===== config.mk =====
export PLATFORM = sky130hd
export DESIGN_NAME = keep_one_in_n_unzip
export DESIGN_NICKNAME = d
export VERILOG_FILES = /design/src/rtl/keep_one_in_n_unzip_pkg.sv /design/src/rtl/unzip_sym_expand.sv /design/src/rtl/keep_one_in_n_unzip.sv
export SDC_FILE = /design/constraint.sdc
export NUM_CORES = 1
export LEC_CHECK = 0
export ABC_CLOCK_PERIOD_IN_PS = 2100
export BUFFER_PORTS_ARGS = -buffer_cell sky130_fd_sc_hd__buf_2
export CORE_MARGIN = 4
export CORE_UTILIZATION = 49
export DETAILED_ROUTE_END_ITERATION = 8
export PLACE_DENSITY_LB_ADDON = 0.25
export RECOVER_POWER = 25
export SLEW_MARGIN = 5
export SYNTH_ARGS = -nofsm -noshare
export SYNTH_HDL_FRONTEND = slang
export SYNTH_SLANG_ARGS = --single-unit

===== constraint.sdc =====
create_clock -name clk -period 2.1 [get_ports clk]
set_input_delay 0.105 -clock clk [delete_from_list [all_inputs] [get_ports clk]]
set_output_delay 0.105 -clock clk [all_outputs]
set_load 0.05 [all_outputs]

===== src/rtl/keep_one_in_n_unzip_pkg.sv =====
// Shared types and constants for the packed-IQ unzipper.
// Symbol selection helper keeps the MSB-first word ordering in one place.
package keep_one_in_n_unzip_pkg;

    localparam int SYM_W  = 8;
    localparam int NIB_W  = 4;
    localparam int LANE_W = 16;

    typedef enum logic {
        EMPTY = 1'b0,
        EMIT  = 1'b1
    } unzip_state_e;

    // Index 0 selects the most significant symbol of the word.
    function automatic logic [SYM_W-1:0] sym_sel(input logic [4*SYM_W-1:0] word,
                                                 input logic [1:0]         idx);
        logic [SYM_W-1:0] sym;
        case (idx)
            2'd0:    sym = word[31:24];
            2'd1:    sym = word[23:16];
            2'd2:    sym = word[15:8];
            default: sym = word[7:0];
        endcase
        return sym;
    endfunction

endpackage


===== src/rtl/unzip_sym_expand.sv =====
// Expands one 8-bit IQ symbol (I[7:4], Q[3:0]) into a 32-bit sample, I in [31:16].
// UNZIP_MSB_ALIGN_EN selects full-scale MSB placement instead of sign extension.
module unzip_sym_expand
    import keep_one_in_n_unzip_pkg::*;
(
    input  logic [SYM_W-1:0]    sym_i,
    output logic [2*LANE_W-1:0] sample_o
);

    logic [NIB_W-1:0] i_nib_s;
    logic [NIB_W-1:0] q_nib_s;

    assign i_nib_s = sym_i[SYM_W-1:NIB_W];
    assign q_nib_s = sym_i[NIB_W-1:0];

`ifdef UNZIP_MSB_ALIGN_EN
    assign sample_o = {i_nib_s, {(LANE_W-NIB_W){1'b0}},
                       q_nib_s, {(LANE_W-NIB_W){1'b0}}};
`else
    assign sample_o = {{(LANE_W-NIB_W){i_nib_s[NIB_W-1]}}, i_nib_s,
                       {(LANE_W-NIB_W){q_nib_s[NIB_W-1]}}, q_nib_s};
`endif

endmodule


===== src/rtl/keep_one_in_n_unzip.sv =====
// Unpacks each 32-bit word of four IQ symbols into four consecutive output samples.
// Optional macro UNZIP_MSB_ALIGN_EN changes only the sample format (see unzip_sym_expand).
module keep_one_in_n_unzip
    import keep_one_in_n_unzip_pkg::*;
#(
    parameter int WIDTH = 32,
    parameter int SYMS  = 4
)
(
    input  logic             clk,
    input  logic             reset,
    input  logic [WIDTH-1:0] i_tdata,
    input  logic             i_tlast,
    input  logic             i_tvalid,
    output logic             i_tready,
    output logic [WIDTH-1:0] o_tdata,
    output logic             o_tlast,
    output logic             o_tvalid,
    input  logic             o_tready
);

    localparam int         IDX_W    = 2;
    localparam logic [1:0] LAST_IDX = IDX_W'(SYMS - 1);

    unzip_state_e     state_q, state_d;
    logic [IDX_W-1:0] idx_q, idx_d;
    logic [WIDTH-1:0] hold_q, hold_d;
    logic             last_q, last_d;
    logic             load_s;
    logic             emit_last_s;

    // A word may enter while idle, or as the final symbol of the current word drains.
    assign emit_last_s = (state_q == EMIT) && (idx_q == LAST_IDX);
    assign i_tready    = (state_q == EMPTY) || (emit_last_s && o_tready);
    assign load_s      = i_tvalid && i_tready;

    // Next-state: load, advance the symbol index, or fall back to idle.
    always_comb begin
        state_d = state_q;
        idx_d   = idx_q;
        hold_d  = hold_q;
        last_d  = last_q;
        case (state_q)
            EMPTY: begin
                if (load_s) begin
                    state_d = EMIT;
                end else begin
                    state_d = EMPTY;
                end
            end
            EMIT: begin
                if (load_s) begin
                    state_d = EMIT;
                end else if (emit_last_s && o_tready) begin
                    state_d = EMPTY;
                end else begin
                    state_d = EMIT;
                end
            end
            default: state_d = EMPTY;
        endcase
        if (load_s) begin
            hold_d = i_tdata;
            last_d = i_tlast;
            idx_d  = '0;
        end else if ((state_q == EMIT) && o_tready && !emit_last_s) begin
            idx_d = idx_q + 2'd1;
        end else begin
            idx_d = idx_q;
        end
    end

    // State, index and holding register with synchronous active-low reset.
    always_ff @(posedge clk) begin
        if (!reset) begin
            state_q <= EMPTY;
            idx_q   <= '0;
            hold_q  <= '0;
            last_q  <= 1'b0;
        end else begin
            state_q <= state_d;
            idx_q   <= idx_d;
            hold_q  <= hold_d;
            last_q  <= last_d;
        end
    end

    unzip_sym_expand u_expand (
        .sym_i    (sym_sel(hold_q, idx_q)),
        .sample_o (o_tdata)
    );

    assign o_tvalid = (state_q == EMIT);
    assign o_tlast  = emit_last_s && last_q;

endmodule

# Word level (Yosys, flattened, before mapping)

Cells that the tools add are included.

Word-level logic and storage cells: 25
Bits in registers: 36

Bitwise operators: 2
$add $sub $neg: 1
Eq/ne operators: 3
Reduce and logical (&&, ||, !) cells: 10
Mux-type cells: 5

Operator list:

| operator                                      | number |
|---|---|
| case mux 8 bit (3 select lines)               | 1 |
| logical AND 1 bit                             | 6 |
| == test 2 bit, second input constant          | 2 |
| two-way mux 1 bit                             | 3 |
| adder 2 x 1 -> 2 bit, second input constant   | 1 |
| == test 2 x 1 -> 1 bit, second input constant | 1 |
| logical NOT 2 bit                             | 1 |
| inverter 1 bit                                | 2 |
| case mux 1 bit (2 select lines)               | 1 |
| OR reduction 2 bit                            | 1 |
| logical NOT 1 bit                             | 1 |
| logical OR 1 bit                              | 1 |

# Longest topological paths before layout

Depth in word-level cells: 7
Gate-level depth with buffers: 6
Depth with buffers taken out: 4

# Hierarchy

From an unflattened synthesis, not the netlist that was laid out.

Cells, all modules: 224
Area, all modules: 2024.4 µm²

By module, submodules not included:

| module              | seq. area each (µm²) | area an instance (µm²) | cells each | instances |
|---|---|---|---|---|
| keep_one_in_n_unzip | 720.7                | 1784.2                 | 192        | 1 |
| unzip_sym_expand    | 0.0                  | 240.2                  | 32         | 1 |

# Worst setup path after synthesis

OpenSTA, ideal clock, no wires.

Path kind: register -> output
From: register idx_q[1]
To: output port o_tdata[10]
Cell stages (with the launch flop): 5
Path buffers: 2
Data arrival time: 2.636 ns
Path slack: -0.641 ns
Path through: dfxtp_1 -> ha_1 -> clkbuf_1 -> mux2i_1 -> buf_4

Word-level cells in the longest chain between the ends: 2
Elaborated cells on any way between the ends: 4
Those cells by class: 2 x eq/ne; 1 x mux; 1 x reduce/logical

Ends and longest elaborated chain:

| what                                  | RTL line                      | source |
|---|---|---|
| from (decl)                           | keep_one_in_n_unzip.sv:26     | `logic [IDX_W-1:0] idx_q, idx_d;` |
| from (signal assigned)                | keep_one_in_n_unzip.sv:82     | `idx_q <= idx_d;` |
| == test 2 bit (tied with other cells) | keep_one_in_n_unzip_pkg.sv:18 | `case (idx)` |
| case mux 8 bit (3 select lines) (*)   | keep_one_in_n_unzip_pkg.sv:18 |  |
| to (decl)                             | keep_one_in_n_unzip.sv:16     | `output logic [WIDTH-1:0] o_tdata,` |

Mark *: on every way between the ends. The rest lies on a longest branch, timed or not.

# Final worst setup path

From: register idx_q[0]
To: output port o_tdata[7]

The elaborated chain is that of the path after synthesis.

==> results.sh <==
export IMPL_hold_viol_final=0
export IMPL_die_w_um=71.3
export IMPL_port_buffers=71
export IMPL_slew_headroom_pct=66.3
export IMPL_drtIter0Drc=83
export IMPL_synth_sequential_area_ratio_pct=36.7
export IMPL_drv_cap=0
export IMPL_ys_flop_type="dfxtp_1"
export IMPL_path_class="reg -> out"
export IMPL_clk_path_buf_depth=2
export IMPL_grt_pass1_wl_um=6010
export IMPL_synth_most_common_cell="nand2_1"
export IMPL_status="finished clean"
export IMPL_worstPathArrival_ns=1.90
export IMPL_ir_drop_mv=0.442
export IMPL_wl_per_cell_um=12.8
export IMPL_clock_sinks=36
export IMPL_dieArea_um2=5090
export IMPL_dpl_hpwl_um=2800
export IMPL_p_leak_nw=1.09
export IMPL_dr_pass1_iters=6
export IMPL_clk_pin_slew_worst_paths_ns=0.06
export IMPL_clk_latency_ns=0.29
export IMPL_layout_setup_ws_ns=0.0956
export IMPL_path_max_fanout=8
export IMPL_cts_buffers=5
export IMPL_max_freq_ghz=0.499
export IMPL_overflow=0
export IMPL_root_buffer="clkbuf_8"
export IMPL_fin_crit_ns=2.00
export IMPL_htree_num_levels=2
export IMPL_hold_class="in -> reg"
export IMPL_required_ns=2.00
export IMPL_synthCells=216
export IMPL_finalSetupTns_ns=0
export IMPL_end_kind="output pin"
export IMPL_vias_per_cell=4.89
export IMPL_worst_clock_skew_ns=0.00146
export IMPL_vias=1511
export IMPL_rsz0062_at_grt="true"
export IMPL_drc=0
export IMPL_synth_top_area_cell="dfxtp_1"
export IMPL_rows=22
export IMPL_synth_commonest_cells="nand2_1, mux2i_1, dfxtp_1"
export IMPL_async_reset_ff_share_pct=0
export IMPL_wirelength_um=3940
export IMPL_grt_pass1_vias=1335
export IMPL_drive_gt1_share_pct=36.4
export IMPL_setup_viol_count_final=0
export IMPL_syn_area_um2=1960
export IMPL_antenna_found_initial=0
export IMPL_area_growth_pct=16.7
export IMPL_yosysUniqueCellTypes=17
export IMPL_power_density_nw_per_um2=731
export IMPL_num_antenna_cells=0
export IMPL_synth_fp_nets=258
export IMPL_synth_seq_cells=36
export IMPL_die_height_um=71.3
export IMPL_place_congestion=0.747
export IMPL_final_antenna_net_count=0
export IMPL_start_util_pct=52.1
export IMPL_pin_count=72
export IMPL_post_place_ws_ns=0.224
export IMPL_coreArea_um2=3770
export IMPL_final_net_count=302
export IMPL_avgSynthCellArea_um2=9.09
export IMPL_synth_area_leaders="dfxtp_1, mux2i_1, nand2_1, buf_4, a222oi_1"
export IMPL_period_share_pct=95.4
export IMPL_finalPower_mw=1.68
export IMPL_design_area_um2=2290
export IMPL_yosysWarnings=0
export IMPL_grt_max_degree=41
export IMPL_tightestPinTransition_ns=0.506
export IMPL_place_area_um2=2130
export IMPL_yosysTopAreaCellShare_pct=36.7
export IMPL_cts_tree="yes"
export IMPL_track_usage_pct=14.9
export IMPL_final_max_slew_viol_count=0
export IMPL_crit_path_start_kind="register"
export IMPL_synth_edf_count=0
export IMPL_hold_buffers=0
-- placed cells by master, fill, tap and decap left out --
cell type	n
mux2i_4	1
mux2i_1	40
clkbuf_4	8
mux2i_2	2
inv_1	11
a21boi_4	1
o21a_1	1
ha_2	3
nor3b_2	2
nand3b_1	1
clkbuf_1	2
and3_2	1
nor2b_4	1
xnor2_1	1
a222oi_1	8
buf_4	4
ha_1	2
buf_2	62
dfxtp_2	2
dfxtp_1	34
nand2_1	66
clkbuf_8	6
buf_12	2
-- layer usage --
metal | wire length, µm | GRT usage [%] | part of all wire (%) | up-vias
li1 | - | - | - | 774
met1 | 1660 | 18.7 | 42 | 677
met2 | 1890 | 23.8 | 48 | 55
met3 | 332 | 4.35 | 8.4 | 5
met4 | 56 | 6.26 | 1.4 | 0
met5 | 0 | 0 | 0 | -
-- through the flow --
step                cells  hold WS, ns  util, %
floorplan             216        0.229        -
global placement      298        0.339     56.5
detailed placement    298        0.336     56.5
CTS                   309       0.0358     59.6
global route          309       0.0544     60.8
finish                309       0.0402     60.8
-- path summary, 6_finish.rpt --
kind	slack (ns)	end	startpoint	depth (start not counted)
setup / recovery	0.1	o_tdata[7]	idx_q[0]	6
hold / removal	0.04	o_tvalid	i_tvalid	2
hold reg to reg	0.46	hold_q[10]	hold_q[10]	2
setup reg to reg	0.69	hold_q[6]	idx_q[1]	5
-- power breakdown --
part / internal, mW / leakage, nW / total [mW] / switching, mW
logic: 0.138 / 0.743 / 0.430 / 0.292
registers: 0.726 / 0.297 / 0.750 / 0.0241
clock network: 0.267 / 0.0455 / 0.496 / 0.229
-- repair_timing --
item,CTS,global route
resized for setup,0,17
pin swaps,2,1
setup buffers,2,0
endpoints found under the setup margin,26,28
cloned,1,0
-- registers in the layout (all words and copies together), names as in the netlist --
signal,flops
last_q,1
o_tvalid,1
idx_q,2
hold_q,32
-- worst max-delay path, stage by stage (launching register included) --
cell and delay, ns:
dfxtp_2 0.34, inv_1 0.11, ha_2 0.28, a222oi_1 0.12
buf_4 0.17, mux2i_2 0.26, buf_2 0.33
-- cell type report --
cell class | count | area (µm²)
fillers | 362 | 1480
multi-input cells | 130 | 937
flip-flops and latches | 36 | 723
repair buffers | 76 | 440
clock buffers | 8 | 90.1
well taps | 48 | 60.1
inverters | 11 | 41.3
-- kinds of logic (layout without fill, tap and decap cells) --
kind of cell / after synthesis / after routing / synth area share (%)
buffers and inverters: 51 / 95 / 17.8
AND/OR/NAND/NOR: 71 / 71 / 15.1
XOR/XNOR: 1 / 1 / 0.446
multiplexers: 42 / 43 / 21.4
AO/OA/AOI/OAI: 10 / 10 / 5.41
adder cells (fa/ha/maj): 5 / 5 / 3.18
flip-flops: 36 / 36 / 36.7
Note: power is estimated with default switching activity, not from simulation.
